[src/rtl/draw_pkg.sv]
// Shared definitions for the rectangle-fill draw scheduler: requester
// indices, default field widths, FSM state encoding and a small helper.
package draw_pkg;

    localparam int NREQ         = 3;
    localparam int BRICK        = 0;
    localparam int BALL         = 1;
    localparam int PADDLE       = 2;

    localparam int DEF_COORD_W  = 10;
    localparam int DEF_DIM_W    = 5;
    localparam int DEF_COLOUR_W = 3;

    typedef enum logic [1:0] {
        IDLE = 2'd0,
        LOAD = 2'd1,
        FILL = 2'd2,
        DONE = 2'd3
    } state_t;

    // Convert a one-hot requester vector into its index (0 when empty).
    function automatic logic [1:0] oh_to_idx(input logic [NREQ-1:0] oh);
        logic [1:0] idx;
        idx = 2'd0;
        for (int i = 0; i < NREQ; i++) begin
            if (oh[i]) idx = 2'(i);
        end
        return idx;
    endfunction

endpackage

[src/rtl/draw_scheduler_if.sv]
// Requester/plot-port bundle between the game logic and the draw scheduler.
interface draw_scheduler_if
    import draw_pkg::*;
#(
    parameter int COORD_W  = DEF_COORD_W,
    parameter int DIM_W    = DEF_DIM_W,
    parameter int COLOUR_W = DEF_COLOUR_W
);
    logic [NREQ-1:0]          req;
    logic [NREQ*COORD_W-1:0]  rect_x;
    logic [NREQ*COORD_W-1:0]  rect_y;
    logic [NREQ*DIM_W-1:0]    rect_w;
    logic [NREQ*DIM_W-1:0]    rect_h;
    logic [NREQ*COLOUR_W-1:0] rect_colour;
    logic [NREQ-1:0]          grant;
    logic [NREQ-1:0]          done;
    logic                     busy;
    logic                     plot;
    logic [COORD_W-1:0]       x_out;
    logic [COORD_W-1:0]       y_out;
    logic [COLOUR_W-1:0]      colour_out;

    modport master (
        output req, rect_x, rect_y, rect_w, rect_h, rect_colour,
        input  grant, done, busy, plot, x_out, y_out, colour_out
    );

    modport slave (
        input  req, rect_x, rect_y, rect_w, rect_h, rect_colour,
        output grant, done, busy, plot, x_out, y_out, colour_out
    );
endinterface

[src/rtl/draw_rr_pick.sv]
// Combinational round-robin picker: the requester after last_grant wins,
// wrapping around the three requesters.
module draw_rr_pick
    import draw_pkg::*;
(
    input  logic [NREQ-1:0] req,
    input  logic [1:0]      last_grant,
    output logic [NREQ-1:0] pick,
    output logic            valid
);
    logic [1:0] idx;

    // Scan from last_grant+1 and take the first active request.
    always_comb begin
        pick  = '0;
        valid = 1'b0;
        idx   = 2'd0;
        for (int k = 1; k <= NREQ; k++) begin
            idx = 2'((int'(last_grant) + k) % NREQ);
            if (!valid && req[idx]) begin
                pick[idx] = 1'b1;
                valid     = 1'b1;
            end
        end
    end
endmodule

[src/rtl/draw_scheduler.sv]
// Arbitrates three rectangle-fill requesters onto a single pixel plot port
// and walks the winner's rectangle row-major, one pixel per cycle.
module draw_scheduler
    import draw_pkg::*;
#(
    parameter int COORD_W  = DEF_COORD_W,
    parameter int DIM_W    = DEF_DIM_W,
    parameter int COLOUR_W = DEF_COLOUR_W
) (
    input  logic            clk,
    input  logic            reset,
    draw_scheduler_if.slave bus
);
    state_t              state_q, state_d;
    logic [NREQ-1:0]     grant_q, grant_d, done_q, done_d, pick;
    logic                pick_valid, busy_q, busy_d, plot_q, plot_d;
    logic [COORD_W-1:0]  x_out_q, x_out_d, y_out_q, y_out_d;
    logic [COORD_W-1:0]  x0_q, x0_d, y0_q, y0_d;
    logic [COLOUR_W-1:0] colour_q, colour_d, c0_q, c0_d;
    logic [DIM_W-1:0]    col_q, col_d, row_q, row_d, w_q, w_d, h_q, h_d;
    logic [DIM_W-1:0]    col_inc, row_inc;
    logic [1:0]          last_q, last_d, win_idx;

    draw_rr_pick u_pick (
        .req        (bus.req),
        .last_grant (last_q),
        .pick       (pick),
        .valid      (pick_valid)
    );

    assign win_idx = oh_to_idx(pick);
    assign col_inc = col_q + DIM_W'(1);
    assign row_inc = row_q + DIM_W'(1);

    // Next-state, job capture and registered-output computation.
    always_comb begin
        state_d  = state_q;
        grant_d  = grant_q;
        done_d   = '0;
        plot_d   = 1'b0;
        x_out_d  = x_out_q;
        y_out_d  = y_out_q;
        colour_d = colour_q;
        col_d    = col_q;
        row_d    = row_q;
        last_d   = last_q;
        x0_d     = x0_q;
        y0_d     = y0_q;
        w_d      = w_q;
        h_d      = h_q;
        c0_d     = c0_q;
        case (state_q)
            IDLE: begin
                if (pick_valid) begin
                    state_d = LOAD;
                    grant_d = pick;
                    x0_d    = bus.rect_x[int'(win_idx)*COORD_W +: COORD_W];
                    y0_d    = bus.rect_y[int'(win_idx)*COORD_W +: COORD_W];
                    w_d     = bus.rect_w[int'(win_idx)*DIM_W +: DIM_W];
                    h_d     = bus.rect_h[int'(win_idx)*DIM_W +: DIM_W];
                    c0_d    = bus.rect_colour[int'(win_idx)*COLOUR_W +: COLOUR_W];
                end
            end
            LOAD: begin
                col_d = '0;
                row_d = '0;
                if (w_q == '0 || h_q == '0) begin
                    state_d = DONE;
                    done_d  = grant_q;
                end else begin
                    state_d  = FILL;
                    plot_d   = 1'b1;
                    x_out_d  = x0_q;
                    y_out_d  = y0_q;
                    colour_d = c0_q;
                end
            end
            FILL: begin
                if (col_q == w_q - DIM_W'(1)) begin
                    col_d = '0;
                    if (row_q == h_q - DIM_W'(1)) begin
                        // Last pixel is on the port this cycle; finish.
                        state_d = DONE;
                        row_d   = '0;
                        done_d  = grant_q;
                    end else begin
                        row_d   = row_inc;
                        plot_d  = 1'b1;
                        x_out_d = x0_q;
                        y_out_d = y0_q + COORD_W'(row_inc);
                    end
                end else begin
                    col_d   = col_inc;
                    plot_d  = 1'b1;
                    x_out_d = x0_q + COORD_W'(col_inc);
                end
            end
            DONE: begin
                state_d = IDLE;
                grant_d = '0;
                last_d  = oh_to_idx(grant_q);
            end
            default: state_d = IDLE;
        endcase
        busy_d = (state_d != IDLE);
    end

    // State and output registers; reset abandons any job in flight.
    always_ff @(posedge clk or posedge reset) begin
        if (reset) begin
            state_q  <= IDLE;
            grant_q  <= '0;
            done_q   <= '0;
            busy_q   <= 1'b0;
            plot_q   <= 1'b0;
            x_out_q  <= '0;
            y_out_q  <= '0;
            colour_q <= '0;
            col_q    <= '0;
            row_q    <= '0;
            last_q   <= 2'(PADDLE);
            x0_q     <= '0;
            y0_q     <= '0;
            w_q      <= '0;
            h_q      <= '0;
            c0_q     <= '0;
        end else begin
            state_q  <= state_d;
            grant_q  <= grant_d;
            done_q   <= done_d;
            busy_q   <= busy_d;
            plot_q   <= plot_d;
            x_out_q  <= x_out_d;
            y_out_q  <= y_out_d;
            colour_q <= colour_d;
            col_q    <= col_d;
            row_q    <= row_d;
            last_q   <= last_d;
            x0_q     <= x0_d;
            y0_q     <= y0_d;
            w_q      <= w_d;
            h_q      <= h_d;
            c0_q     <= c0_d;
        end
    end

    assign bus.grant      = grant_q;
    assign bus.done       = done_q;
    assign bus.busy       = busy_q;
    assign bus.plot       = plot_q;
    assign bus.x_out      = x_out_q;
    assign bus.y_out      = y_out_q;
    assign bus.colour_out = colour_q;
endmodule

[src/flat_wrapper.sv]
// flat-port wrapper written by rule: the top's interface ports become plain ports
module draw_scheduler_flat import draw_pkg::*;
#(
    parameter int COORD_W  = DEF_COORD_W,
    parameter int DIM_W    = DEF_DIM_W,
    parameter int COLOUR_W = DEF_COLOUR_W
)
  (clk, reset, bus_req, bus_rect_x, bus_rect_y, bus_rect_w, bus_rect_h, bus_rect_colour, bus_grant, bus_done, bus_busy, bus_plot, bus_x_out, bus_y_out, bus_colour_out);
  draw_scheduler_if #(.COORD_W(COORD_W), .DIM_W(DIM_W), .COLOUR_W(COLOUR_W)) bus_i ();
  input  logic clk;
  input  logic reset;
  input wire logic [$bits(bus_i.req)-1:0] bus_req;
  input wire logic [$bits(bus_i.rect_x)-1:0] bus_rect_x;
  input wire logic [$bits(bus_i.rect_y)-1:0] bus_rect_y;
  input wire logic [$bits(bus_i.rect_w)-1:0] bus_rect_w;
  input wire logic [$bits(bus_i.rect_h)-1:0] bus_rect_h;
  input wire logic [$bits(bus_i.rect_colour)-1:0] bus_rect_colour;
  output wire logic [$bits(bus_i.grant)-1:0] bus_grant;
  output wire logic [$bits(bus_i.done)-1:0] bus_done;
  output wire logic [$bits(bus_i.busy)-1:0] bus_busy;
  output wire logic [$bits(bus_i.plot)-1:0] bus_plot;
  output wire logic [$bits(bus_i.x_out)-1:0] bus_x_out;
  output wire logic [$bits(bus_i.y_out)-1:0] bus_y_out;
  output wire logic [$bits(bus_i.colour_out)-1:0] bus_colour_out;
  assign bus_i.req = bus_req;
  assign bus_i.rect_x = bus_rect_x;
  assign bus_i.rect_y = bus_rect_y;
  assign bus_i.rect_w = bus_rect_w;
  assign bus_i.rect_h = bus_rect_h;
  assign bus_i.rect_colour = bus_rect_colour;
  assign bus_grant = bus_i.grant;
  assign bus_done = bus_i.done;
  assign bus_busy = bus_i.busy;
  assign bus_plot = bus_i.plot;
  assign bus_x_out = bus_i.x_out;
  assign bus_y_out = bus_i.y_out;
  assign bus_colour_out = bus_i.colour_out;
  draw_scheduler #(.COORD_W(COORD_W), .DIM_W(DIM_W), .COLOUR_W(COLOUR_W)) u_core (.clk(clk), .reset(reset), .bus(bus_i));
endmodule
[config.mk]
export PLATFORM = sky130hd
export DESIGN_NAME = draw_scheduler_flat
export DESIGN_NICKNAME = d
export VERILOG_FILES = /design/src/rtl/draw_pkg.sv /design/src/rtl/draw_scheduler_if.sv /design/src/rtl/draw_rr_pick.sv /design/src/rtl/draw_scheduler.sv /design/src/flat_wrapper.sv
export SDC_FILE = /design/constraint.sdc
export NUM_CORES = 1
export LEC_CHECK = 0
export ABC_AREA = 1
export CAP_MARGIN = 30
export CORE_ASPECT_RATIO = 1.4
export CORE_MARGIN = 2
export CORE_UTILIZATION = 46
export CTS_BUF_LIST = sky130_fd_sc_hd__clkbuf_8 sky130_fd_sc_hd__clkbuf_16
export DETAILED_ROUTE_END_ITERATION = 16
export GPL_TIMING_DRIVEN = 0
export PLACE_DENSITY_LB_ADDON = 0.12
export SETUP_SLACK_MARGIN = 0.2
export SLEW_MARGIN = 5
export SYNTH_ARGS = -nofsm -noshare
export SYNTH_HDL_FRONTEND = slang
export SYNTH_SLANG_ARGS = --single-unit
[constraint.sdc]
create_clock -name clk -period 2.4 [get_ports clk]
set_input_delay 0.36 -clock clk [delete_from_list [all_inputs] [get_ports clk]]
set_output_delay 0.36 -clock clk [all_outputs]
set_load 0.005 [all_outputs]
==> flow_summary.yaml, run 1 <==
power_and_ir_drop:
  power.density_mw_per_mm2: 1542
  ir_drop_uv: 1050
  p_leak_nw: 4.052
floorplanning:
  initial_core_util_pct: 47.17
  die_area_mm2: 0.01309
  fp.dieH_um: 134.6
  core_mm2: 0.01188
  rows: 47
  die_w_um: 97.28
  io_pins: 135
critical_path:
  regToRegSetupSlack_ns: 0.19
  reg2reg_to: "u_core.bus.x_out[8]"
  path_class: "reg2reg"
  cpPeakStageDelay_ns: 0.43
  crit_path_frequent_cell: "nand2_1"
  reg2regPathDepth: 17
  critPathArrivalTime_ns: 2.48
  crit_required_ns: 2.67
  critPathCaptureType: "flop"
  r2r-start: "u_core.col_q[0]"
  crit_chain: "ha_4, nand3_4, xor2_4, inv_2, ha_4, nand2_4, nor3_1, nand2_1, nand2_1, nand2_1, nand2_1, nand2_1, nand2_1, nand2_1, nand2_1, nand2_1, nand2_1"
  path_max_fanout: 4
  critPathLaunchType: "flop"
  crit_slowest_cell: "dfrtp_2"
sta:
  max_freq_ghz: 0.4525
  rsz0062_at_grt: "true"
  tightest_slew_ns: 0.5688
  period_share_pct: 92.09
  hold_viol_final: 0
  skew_ns: 0.008773
  slew_viol_final: 0
  period_minus_slack_ns: 2.210
  setup_viol: 0
  max_slew_margin_pct: 62.08
global_route:
  antenna_found_initial: 0
  first_global_vias: 5736
  track_usage_pct: 25.05
  grt_overflow: 0
  grt_max_degree: 38
  grt_first_pass_wirelength_um: 26860
run:
  maxCapViolCount: 0
clock_tree:
  insertion_delay_ns: 0.34
  cts_buffers: 9
  clockBufferDepth: 2
  cts_root_buffer: "clkbuf_16"
  clk_pin_slew_ns: 0.06
  h-tree-depth: 3
  clock-sinks: 78
  cts_tree: "yes"
layout:
  fillers: 1031
  instances_no_fill: 1153
  layout-drive-gt1-share_pct: 14.81
  nNetsFinal: 1130
  synthToLayoutAreaGrowth_pct: 43.90
  num_antenna_cells: 0
  final_cell_area_mm2: 0.008063
route:
  ant_nets: 0
  finalWirelength_um: 16440
  routed_via_density: 5.165
  drc: 0
  drtPass1Iterations: 5
  drt_iter0_drc: 274
  num_vias: 5955
  wl_per_cell_um: 14.26
synth:
  ys_warn_count: 0
  avgSynthCellArea_um2: 6.750
  synth-async-reset-ratio_pct: 100.0
  syn_area_mm2: 0.005603
  ys_types: 33
  synthCells: 830
  synthFlopType: "dfrtp_1"
  synth_nets: 958
  yosysSeqAreaShare_pct: 34.86
  synth_edf_count: 0
  ys_ff_latch: 78
hold_path:
  hp-class: "in2async"
placed_design:
  portBuffers: 134
  dpl.hpwl_um: 12140
  place_inst: 1113
  dpl_cell_area_mm2: 0.007172
  gp_congestion: 0.8915
outcome:
  status: "finished, final reports clean"
-- per-stage QoR --
stage / setup TNS (ns) / utilization, % / setup slack (ns) / hold slack [ns] / power, mW
3_3_place_gp: -0.05785 / 60.04 / -0.03270 / 0.4564 / 9.721
4_1_cts: 0 / 65.01 / 0.1845 / 0.3401 / 11.74
6_report: 0 / 67.87 / 0.1899 / 0.3334 / 12.43
5_1_grt: 0 / 67.87 / 0.03499 / 0.3638 / 13.61
2_1_floorplan: 0 / - / 0.2156 / 0.4654 / 7.703
3_5_place_dp: -0.1325 / 60.38 / -0.04396 / 0.4574 / 9.857
-- routing by layer --
metal / share of wire (%) / vias to the layer above / track usage (%)
li1: - / 2994 / -
met1: 40 / 2730 / 30.14
met2: 52 / 194 / 44.87
met3: 5.3 / 37 / 4.607
met4: 2.6 / 0 / 9.105
met5: 0 / - / 0
-- logic make-up (layout without fill, tap and decap cells) --
| kind of cell | Yosys count | in the layout | share of synthesized area (%) |
|---|---|---|---|
| xor gates and xnor gates | 20 | 20 | 3.126 |
| AOI/OAI and AO/OA | 102 | 102 | 9.536 |
| and+or+nand+nor | 443 | 443 | 34.73 |
| adders and majority gates | 24 | 24 | 5.627 |
| DFF | 78 | 78 | 34.86 |
| buffers and inverters | 160 | 336 | 11.52 |
| muxes | 3 | 3 | 0.6029 |
-- registers in the layout (all words and copies together) (netlist names), 3 cells and up --
signal / count
u_core.bus.x_out: 10
u_core.w_q: 5
u_core.bus.done: 3
u_core.bus.grant: 3
u_core.c0_q: 3
u_core.col_q: 5
u_core.x0_q: 10
u_core.row_q: 5
u_core.bus.y_out: 10
u_core.h_q: 5
u_core.bus.colour_out: 3
u_core.y0_q: 10
-- worst max-delay path, delay by kind of cell, from the launching register on --
kind	cells	cell delay [ns]
buffers and inverters	1	0.07
XOR/XNOR	1	0.17
AND/OR/NAND/NOR	13	0.97
flip-flops	1	0.43
adder cells (fa/ha/maj)	2	0.49
-- cell usage after synthesis (2+ instances only) --
master    instances  area share [%]
a21oi_1          73             6.5
buf_2            16             1.4
buf_4             4            0.54
clkbuf_1          8            0.54
dfrtp_1          77              34
fa_1              2            0.71
ha_1             22             4.9
inv_1           124             8.3
inv_2             6            0.40
mux2_2            3            0.60
nand2_1         233              16
nand2_2           6            0.67
nand3_1         123              11
nand3_2           2            0.36
nand3b_1          5            0.67
nand4_1          13             1.5
nor2_1           52             3.5
nor2_2            2            0.22
nor3_1            2            0.18
o211ai_1          4            0.54
o21ai_0          22             2.0
o22ai_1           2            0.22
xnor2_1           8             1.3
xor2_1           12             1.9
-- worst max-delay path by stage --
stage | from | end | slack (ns) | cells past startpoint
3_3_place_gp | u_core.col_q[0] | u_core.bus.x_out[7] | -0.03 | 16
5_1_grt | u_core.col_q[0] | u_core.bus.x_out[7] | 0.03 | 16
2_1_floorplan | u_core.col_q[0] | u_core.bus.x_out[7] | 0.22 | 16
6_report | u_core.col_q[0] | u_core.bus.x_out[8] | 0.19 | 17
4_1_cts | u_core.last_q[1] | u_core.x0_q[6] | 0.18 | 12
3_5_place_dp | u_core.col_q[0] | u_core.bus.x_out[7] | -0.04 | 16
-- cell type report --
cell class,count,area (um2),area share (%)
plain buffers,29,211.5,2.623
clock buffers,10,239.0,2.964
clock inverters,5,51.30,0.6363
inverters,131,505.5,6.269
multi-input cells,592,3347,41.51
flip-flops and latches,78,1956,24.26
well taps,147,183.9,2.281
repair buffers,161,1569,19.46
-- cell usage in the layout, fill, tap and decap left out, types with 9 or more instances in the layout --
cell type and n:
inv_1 119, a21oi_1 68, nand4_1 13, nor2_1 46, dfrtp_1 75, clkbuf_16 9, nand3_1 115, o21ai_0 21
nand2_1 224, clkdlybuf4s50_1 134, ha_1 10, buf_4 33
-- where the power goes --
part           internal (mW)  switching, mW  total (mW)
Clock                  0.820          0.535        1.36
Combinational           3.64           4.95        8.59
Sequential              1.94          0.538        2.48
-- what timing repair did --
action,in CTS,in global routing
endpoints found under the setup margin,55,63
pin swaps,9,29
gates resized for setup,32,76
buffers inserted,19,6
hold buffers,0,0
(Power assumes the default switching activity.)
==> run 2, diff against run 1 <==
--- a/config.mk
+++ b/config.mk
@@ -6,14 +6,15 @@
 export NUM_CORES = 1
 export LEC_CHECK = 0
 export ABC_AREA = 1
-export CAP_MARGIN = 30
+export CAP_MARGIN = 40
 export CORE_ASPECT_RATIO = 1.4
 export CORE_MARGIN = 2
 export CORE_UTILIZATION = 46
 export CTS_BUF_LIST = sky130_fd_sc_hd__clkbuf_8 sky130_fd_sc_hd__clkbuf_16
 export DETAILED_ROUTE_END_ITERATION = 16
 export GPL_TIMING_DRIVEN = 0
-export PLACE_DENSITY_LB_ADDON = 0.12
+export HOLD_SLACK_MARGIN = 0.12
+export PLACE_DENSITY_LB_ADDON = 0.15
 export SETUP_SLACK_MARGIN = 0.2
 export SLEW_MARGIN = 5
 export SYNTH_ARGS = -nofsm -noshare
==> run 2 against run 1 <==
Effect of this change: sequential share of layout area decreased by 0.19 points; largest cell class unchanged; sequential cell count unchanged; routed wire length increased by 0.46%; register-to-register slack improved by 0.03 ns; highest routed layer unchanged; via count about the same; non-clock buffer count increased by 5; critical path depth unchanged; clock power about the same; worst setup slack improved by 0.030 ns; total power increased by 2.8%; design area increased by 0.84%; first-iteration DRC count increased by 13%.
==> flow_summary.yaml, run 2 (synthesis gave the netlist of run 1 again) <==
global_route:
  first_global_vias: 5593
  grt_max_degree: 30
  met3_usage_pct: 4.503
  grt_util_met1_pct: 29.26
  track_usage_pct: 24.28
  grt.busiest_layer: "met2"
  antenna_found_initial: 0
  gr-usage-met2_pct: 43.79
  grt_overflow: 0
  grt_first_pass_wirelength_um: 26260
layout:
  multiInputGateArea_mm2: 0.003352
  layout-drive-gt1-share_pct: 15.61
  instances_no_fill: 1159
  final_common_cell: "nand2_1"
  num_antenna_cells: 0
  final_cell_area_mm2: 0.008130
  nNetsFinal: 1135
  final-seq-area_mm2: 0.001957
  fillers: 1008
  most-common-layout-cells: "nand2_1 (221), clkdlybuf4s50_1 (134), inv_1 (118)"
  synthToLayoutAreaGrowth_pct: 45.11
run:
  maxCapViolCount: 0
sta:
  max_slew_margin_pct: 59.01
  period_minus_slack_ns: 2.180
  skew_ns: 0.008001
  setup_tns_ns: 0
  tightest_slew_ns: 0.6136
  period_share_pct: 90.85
  rsz0062_at_grt: "true"
  setup_ws_ns: 0.2197
  max_freq_ghz: 0.4586
  hold_viol_final: 0
  timing.hold.ws_ns: 0.4410
  setup_viol: 0
  slew_viol_final: 0
clock_tree:
  postCtsHoldBufs: 0
  cts_root_buffer: "clkbuf_16"
  clk_pin_slew_ns: 0.06
  h-tree-depth: 3
  clock-sinks: 78
  cts_buffers: 9
  insertion_delay_ns: 0.35
  cts_tree: "yes"
  clockBufferDepth: 2
route:
  drtPass1Iterations: 4
  drt_iter0_drc: 310
  num_vias: 5954
  routed_via_density: 5.137
  wl_per_cell_um: 14.25
  finalWirelength_um: 16510
  ant_nets: 0
  drc: 0
floorplanning:
  rows: 47
  initial_core_util_pct: 47.17
  io_pins: 135
  fp.dieH_um: 134.6
  die_area_mm2: 0.01309
  core_mm2: 0.01188
  die_w_um: 97.28
outcome:
  status: "finished, final reports clean"
hold_path:
  hp-class: "in2async"
critical_path:
  path_class: "reg2reg"
  regToRegSetupSlack_ns: 0.22
  critPathLaunchType: "flop"
  path_max_fanout: 4
  crit_required_ns: 2.69
  critPathArrivalTime_ns: 2.47
  critPathCaptureType: "flop"
placed_design:
  dpl.hpwl_um: 11960
  dp_slack_ns: -0.04475
  dpl_cell_area_mm2: 0.007172
  place_inst: 1113
  gp_congestion: 0.8975
  portBuffers: 134
power_and_ir_drop:
  p_leak_nw: 4.084
  power.density_mw_per_mm2: 1572
  ir_drop_uv: 1242
-- run 2: stage by stage --
stage          utilization, %  power (mW)
2_1_floorplan               -       7.703
3_3_place_gp            60.04       9.695
3_5_place_dp            60.38       9.796
4_1_cts                 64.67       11.50
5_1_grt                 68.44       13.95
6_report                68.44       12.78
-- run 2: what timing repair did --
action / in CTS / in global routing
buffers inserted: 16 / 14
endpoints found under the setup margin: 59 / 63
resized for setup: 25 / 105
pin swaps: 8 / 24
gates cloned: 0 / 0
-- run 2: layout make-up --
class | count | area share [%]
Buffer | 29 | 2.832
Clock buffer | 9 | 2.770
Clock inverter | 7 | 0.8002
Inverter | 131 | 6.279
Multi-Input combinational cell | 592 | 41.23
Sequential cell | 78 | 24.07
Tap cell | 147 | 2.262
Timing Repair Buffer | 166 | 19.76
-- run 2: worst max-delay path, cell delays in order (launching register included) --
cell,delay [ns]
dfrtp_1,0.40
ha_4,0.19
nand3_4,0.08
xor2_2,0.19
inv_2,0.06
ha_4,0.32
nand2_4,0.07
inv_2,0.08
nand4_1,0.11
nand3_1,0.11
nand2_1,0.07
nand2_2,0.06
nand2_1,0.06
nand2_1,0.07
nand2_1,0.05
nand2_1,0.08
nand2_1,0.05
nand2_1,0.06
-- run 2: path summary, 6_finish.rpt --
kind                                     startpoint                  end  cells after the start
worst max-delay path                u_core.col_q[1]  u_core.bus.x_out[6]                     17
worst min-delay path                          reset  u_core.bus.y_out[3]                      2
worst max register to register      u_core.col_q[1]  u_core.bus.x_out[6]                     17
worst min register to register  u_core.bus.y_out[0]  u_core.bus.y_out[0]                      2
max in group asynchronous                     reset     u_core.last_q[1]                      4
min in group clk                u_core.bus.y_out[0]  u_core.bus.y_out[0]                      2
-- run 2: where the power goes --
| part | total (mW) | switching [mW] | leakage, nW | internal, mW |
|---|---|---|---|---|
| registers | 2.48 | 0.535 | 0.927 | 1.94 |
| logic | 8.94 | 5.11 | 3.02 | 3.83 |
| clock network | 1.37 | 0.568 | 0.141 | 0.798 |
| total | 12.8 | 6.21 | 4.08 | 6.57 |
-- run 2: metal layers --
metal  up-vias  routed length (um)
li1       3004                   -
met1      2720                6563
met2       195                8751
met3        35                 777
met4         0                 420
met5         -                   0
==> run 3, diff against run 2 <==
--- a/config.mk
+++ b/config.mk
@@ -9,13 +9,14 @@
 export CAP_MARGIN = 40
 export CORE_ASPECT_RATIO = 1.4
 export CORE_MARGIN = 2
-export CORE_UTILIZATION = 46
+export CORE_UTILIZATION = 55
 export CTS_BUF_LIST = sky130_fd_sc_hd__clkbuf_8 sky130_fd_sc_hd__clkbuf_16
 export DETAILED_ROUTE_END_ITERATION = 16
 export GPL_TIMING_DRIVEN = 0
 export HOLD_SLACK_MARGIN = 0.12
 export PLACE_DENSITY_LB_ADDON = 0.15
 export SETUP_SLACK_MARGIN = 0.2
+export SKIP_LAST_GASP = 1
 export SLEW_MARGIN = 5
 export SYNTH_ARGS = -nofsm -noshare
 export SYNTH_HDL_FRONTEND = slang
==> constraint.sdc (replaced) <==
create_clock -name clk -period 2.7 [get_ports clk]
set_input_delay 0.405 -clock clk [delete_from_list [all_inputs] [get_ports clk]]
set_output_delay 0.405 -clock clk [all_outputs]
set_load 0.005 [all_outputs]
==> run 3 against run 2 <==
Effect of this change: core utilization increased by 8.1 points; critical path depth decreased by 3; register-to-register slack improved by 0.15 ns; design area decreased by 6.7%; sequential cell count unchanged; sequential power decreased by 11%; non-clock buffer count decreased by 28; first-iteration DRC count decreased by 16%; via count decreased by 1.1%; routed wire length decreased by 7.4%; critical path type unchanged; highest routed layer unchanged.
==> flow_summary.yaml, run 3 (synthesis gave the netlist of run 1 again) <==
outcome:
  status: "finished, final reports clean"
clock_tree:
  clk_pin_slew_ns: 0.06
  cts_tree: "yes"
  cts_buffers: 9
  clockBufferDepth: 2
  h-tree-depth: 3
  clock-sinks: 78
  insertion_delay_ns: 0.34
  cts_root_buffer: "clkbuf_16"
hold_path:
  hp-class: "in2async"
layout:
  final_cell_area_mm2: 0.007582
  synthToLayoutAreaGrowth_pct: 35.33
  fillers: 799
  layout-drive-gt1-share_pct: 8.028
  final_common_cell: "nand2_1"
  nNetsFinal: 1107
  num_antenna_cells: 0
  most-common-layout-cells: "nand2_1 (232), clkdlybuf4s50_1 (134), inv_1 (123)"
route:
  ant_nets: 0
  drt_iter0_drc: 260
  finalWirelength_um: 15300
  wl_per_cell_um: 13.67
  routed_via_density: 5.260
  num_vias: 5886
  drc: 0
  drtPass1Iterations: 6
sta:
  tightest_slew_ns: 0.6314
  setup_viol: 0
  max_slew_margin_pct: 57.75
  slew_viol_final: 0
  skew_ns: 0.005773
  hold_viol_final: 0
  max_freq_ghz: 0.4287
  period_share_pct: 86.39
  rsz0062_at_grt: "true"
  period_minus_slack_ns: 2.333
floorplanning:
  core_mm2: 0.009899
  die_w_um: 89.30
  fp.dieH_um: 123.4
  io_pins: 135
  rows: 43
  initial_core_util_pct: 56.60
  die_area_mm2: 0.01102
power_and_ir_drop:
  sequentialPowerShare_pct: 21.3
  ir_drop_uv: 1066
  power.density_mw_per_mm2: 1360
  pwr-share-comb_pct: 65.0
  swShare_pct: 48.50
  cellInternalPower_mw: 5.311
  p_leak_nw: 3.918
  power.total_mw: 10.31
  power_frac_clock_pct: 13.7
  power_switching_mw: 5.001
global_route:
  antenna_found_initial: 0
  first_global_vias: 5551
  track_usage_pct: 28.96
  grt_first_pass_wirelength_um: 24980
  grt_overflow: 0
  grt_max_degree: 58
critical_path:
  critPathArrivalTime_ns: 2.56
  critPathLaunchType: "flop"
  critPathCaptureType: "flop"
  path_class: "reg2reg"
  r2r-start: "u_core.col_q[0]"
  crit_required_ns: 2.93
  regToRegSetupSlack_ns: 0.37
  reg2reg_to: "u_core.bus.x_out[8]"
  path_max_fanout: 5
  reg2regPathDepth: 14
placed_design:
  dpl_cell_area_mm2: 0.007143
  portBuffers: 134
  dpl.hpwl_um: 11700
  gp_congestion: 0.9149
run:
  maxCapViolCount: 0
==> run 3: through the flow <==
| step | util (%) | TNS, ns | hold WS (ns) | setup slack, ns | std cells |
|---|---|---|---|---|---|
| 6_report | 76.59 | 0 | 0.3839 | 0.3675 | 1119 |
| 5_1_grt | 76.59 | 0 | 0.4205 | 0.1836 | 1119 |
| 4_1_cts | 75.68 | 0 | 0.3986 | 0.2245 | 1116 |
| 3_5_place_dp | 72.16 | 0 | 0.4576 | 0.2539 | 1100 |
| 3_3_place_gp | 71.85 | -78.16 | 0.4541 | -1.019 | 1099 |
| 2_1_floorplan | - | 0 | 0.4654 | 0.3016 | 830 |
==> run 3: layout make-up <==
class                   instances  area (um2)  share of cell area (%)
clock inverters                 6       110.1                   1.452
flip-flops and latches         78        1956                   25.79
clock buffers                  10       239.0                   3.152
inverters                     131       496.7                   6.551
repair buffers                138        1391                   18.35
plain buffers                  29       158.9                   2.096
well taps                     135       168.9                   2.228
multi-input cells             592        3062                   40.38
==> run 3: worst max path at each step <==
stage                               start  cells past startpoint                   to  slack (ns)
after floorplan                     reset                      1      u_core.bus.busy        0.30
after global placement              reset                      2  u_core.bus.grant[1]       -1.02
after detailed placement  u_core.col_q[0]                     16  u_core.bus.x_out[7]        0.25
after CTS                 u_core.col_q[0]                     16  u_core.bus.x_out[7]        0.22
after global routing      u_core.col_q[0]                     18  u_core.bus.x_out[9]        0.18
final                     u_core.col_q[0]                     14  u_core.bus.x_out[8]        0.37
==> run 3: routing by layer <==
metal | up-vias | global-route usage [%] | part of all wire [%]
li1 | 2951 | - | -
met1 | 2692 | 33.50 | 40
met2 | 197 | 52.59 | 52
met3 | 46 | 4.806 | 4.9
met4 | 0 | 10.54 | 2.8
met5 | - | 0 | 0
==> run 3: critical path: stages, from the launching register on <==
cell and delay [ns]:
dfrtp_2 0.44, ha_1 0.39, fa_1 0.52, nand3_1 0.13, nand3_1 0.15, nand2_1 0.13, nand2_1 0.06, nand2_1 0.05
nand2_1 0.04, nand2_1 0.06, nand2_1 0.06, nand2_1 0.05, nand2_1 0.05, nand2_1 0.06, nand2_1 0.05
==> run 3: timing repair <==
| action | in CTS | in global routing |
|---|---|---|
| endpoints found under the setup margin | 0 | 41 |
| endpoints found under the hold margin | 0 | 0 |
| resized for setup | 0 | 16 |
| hold buffers | 0 | 0 |
| setup buffers | 0 | 3 |
==> run 3: power groups by stage <==
stage | clock (mW) | combinational (mW) | sequential, mW
after floorplan | 0 | 4.77 | 2.08
after global placement | 0 | 6.34 | 2.17
after detailed placement | 0 | 6.47 | 2.20
after CTS | 1.42 | 6.55 | 2.18
after global routing | 1.48 | 7.55 | 2.26
final | 1.41 | 6.70 | 2.20
==> RTL change (flow settings as in run 2) <==
Encoding of `state_t`: now one-hot (4 bits for 4 states).
--- a/src/rtl/draw_pkg.sv
+++ b/src/rtl/draw_pkg.sv
@@ -11,11 +11,11 @@
     localparam int DEF_DIM_W    = 5;
     localparam int DEF_COLOUR_W = 3;
 
-    typedef enum logic [1:0] {
-        IDLE = 2'd0,
-        LOAD = 2'd1,
-        FILL = 2'd2,
-        DONE = 2'd3
+    typedef enum logic [3:0] {
+        IDLE = 4'b0001,
+        LOAD = 4'b0010,
+        FILL = 4'b0100,
+        DONE = 4'b1000
     } state_t;
 
     // Convert a one-hot requester vector into its index (0 when empty).
Check against the original RTL: same outputs for any inputs over 4 cycles, from zero or initial values and one cycle with reset high; so few cycles prove little.
==> RTL change against run 2 <==
- sequential cell count increased by 2
- cell area down 0.98%
- synthesized area fell by 0.13%
- total power down 27%
- core utilization shrank 0.34 points
- worst setup slack lost 0.012 ns
- routed wire length fell by 2.0%
- global-route usage is 0.067 points lower
- highest routed layer unchanged
==> RTL change: results (changes against run 2) <==
| Metric | Value |
|---|---|
| Worst setup SP type | `flop` |
| Peak supply drop | `0.000541 V (-56%)` |
| Worst skew pair latency | `0.35 ns (about the same)` |
| Starting DRT DRC Count | `220 (-29%)` |
| Wire length on met3 | `647 µm (-17%)` |
| CTS buffer count | `9 (unchanged)` |
| Post-Syn Area per Cell | `6.83 µm² (+1.2%)` |
| Final Skew | `0.0107 ns (+0.00270 ns)` |
| Syn_nets | `943 (-1.6%)` |
| FFs w/ async S/R, synth | `100% (unchanged)` |
| Via/cell ratio | `5.07 (-1.4%)` |
| Fraction of layout cells with a size suffix above 1 | `14.3% (-1.3 points)` |
| First-pass GRT wire length | `25,700 µm (-2.1%)` |
| Number of diodes | `0 (unchanged)` |
| Hold Crit Class | `input port to async pin` |
| Yosys cell types | `35 (+6.1%)` |
| Port bufs | `134 (unchanged)` |
| Hold slack | `0.425 ns (-0.0160 ns)` |
| NetSw | `4.05 mW (-35%)` |
| Metal-1 WL | `6730 µm (+2.6%)` |
| H-tree levels | `3 (unchanged)` |
| Area contributors post-synth | `dfrtp_1 (35%), nand2_1 (15%), nand3_1 (10%), inv_1 (8.1%), a21oi_1 (6.5%)` |
| Placed cell area | `7160 µm² (-0.10%)` |
| Detailed placement HPWL | `12,100 µm (+1.5%)` |
| Worst flop-to-flop path endpoint | `u_core.bus.x_out[7]$_DFFE_PP0P_` |
| CP endpoint kind | `flop` |
| Routed Wire Length | `16,200 µm (-2.0%)` |
| DRT Pass-1 Iters | `5 (+1)` |
| Register-to-Register Path Depth | `16 (-1)` |
| Overflow after GRT | `0 (unchanged)` |
| Seq/Total Area, Yosys | `35.8% (+0.96 points)` |
| Largest net degree at the start of global routing | `32 (+6.7%)` |
| Flop2flop setup slack | `0.21 ns` |
| Worst-path clk slew | `0.06 ns (about the same)` |
| Most frequent cells after synthesis | `nand2_1 (224), inv_1 (120), nand3_1 (115), dfrtp_1 (78), a21oi_1 (73)` |
| Status | `complete, no violations` |
| Worst Path Arrival | `2.48 ns` |
| Clock buffer depth | `2 (unchanged)` |
| CP Max Fanout | `5 (+1)` |
| Layout Utilization | `68.1% (-0.34 points)` |
| Grt met1 use | `30.3% (+1.0 points)` |
| Gpl congestion | `0.894 (-0.40%)` |
| Max-slew violations | `0 (unchanged)` |
| Top-count cell post-synth | `nand2_1` |
| Vias in the first global route | `5,363 (-4.1%)` |
| Met2 GRT Util | `42.7% (-1.0 points)` |
| Top Metal Used | `met4` |
| Slowest cell on crit path | `dfrtp_1` |
| Clock root cell | `clkbuf_16` |
| RR Startpoint | `u_core.col_q[0]$_DFFE_PP0P_` |
| Leak | `4.03 nW (-1.2%)` |
| Total GRT Usage | `24.2% (-0.067 points)` |
| Filler cells | `1,023 (+1.5%)` |
| Routing usage on met3 | `3.36% (-1.1 points)` |
| Met2 routed WL | `8520 µm (-2.7%)` |
| Non-Filler Instances | `1,134 (-2.2%)` |
| Worst Tran Pin Value | `0.578 ns (-0.0358 ns)` |
| Syn. warnings | `0 (unchanged)` |
[RTL change: final cells by class]
type                       count  share of cell area (%)
clock buffer                  10                    2.97
buffer                        32                    3.78
timing repair buffer         152                    19.3
tap                          147                    2.28
multi-input combinational    582                    40.0
sequential                    80                    24.9
clock inverter                 6                   0.746
inverter                     125                    6.01
[RTL change: through the flow]
stage,power [mW],worst slack [ns]
2_1_floorplan,5.58,0.229
3_3_place_gp,6.99,-0.0425
3_5_place_dp,7.08,-0.0313
4_1_cts,8.79,0.189
5_1_grt,10.1,0.0479
6_report,9.37,0.208
[RTL change: logic make-up (layout without fill, tap and decap cells)]
kind of cell | Yosys count | after routing | synth area share (%)
multiplexers | 3 | 3 | 0.604
flip-flops | 80 | 80 | 35.8
AO/OA/AOI/OAI | 105 | 105 | 9.88
XOR/XNOR | 20 | 20 | 3.13
AND/OR/NAND/NOR | 434 | 434 | 34.2
buffers and inverters | 157 | 325 | 11.6
adder cells (fa/ha/maj) | 20 | 20 | 4.74
[RTL change: timing repair]
action | 4_1_cts | 5_1_grt
buffers inserted | 9 | 5
pin swaps | 6 | 23
cloned | 0 | 2
setup endpoints to repair | 44 | 68
resized for setup | 35 | 82
[RTL change: power by group through the flow]
stage / combinational, mW / sequential, mW / clock [mW]
2_1_floorplan: 3.27 / 2.31 / 0
3_3_place_gp: 4.56 / 2.43 / 0
3_5_place_dp: 4.64 / 2.45 / 0
4_1_cts: 4.97 / 2.42 / 1.41
5_1_grt: 6.18 / 2.51 / 1.45
6_report: 5.53 / 2.44 / 1.40
[RTL change: worst max-delay path, delay by kind of cell, from the launching register on]
kind / cells / cell delay [ns]
simple gates: 11 / 0.86
compound gates: 1 / 0.08
xor+xnor: 1 / 0.22
buf+inv: 1 / 0.08
flops: 1 / 0.39
fa+ha+maj: 2 / 0.51
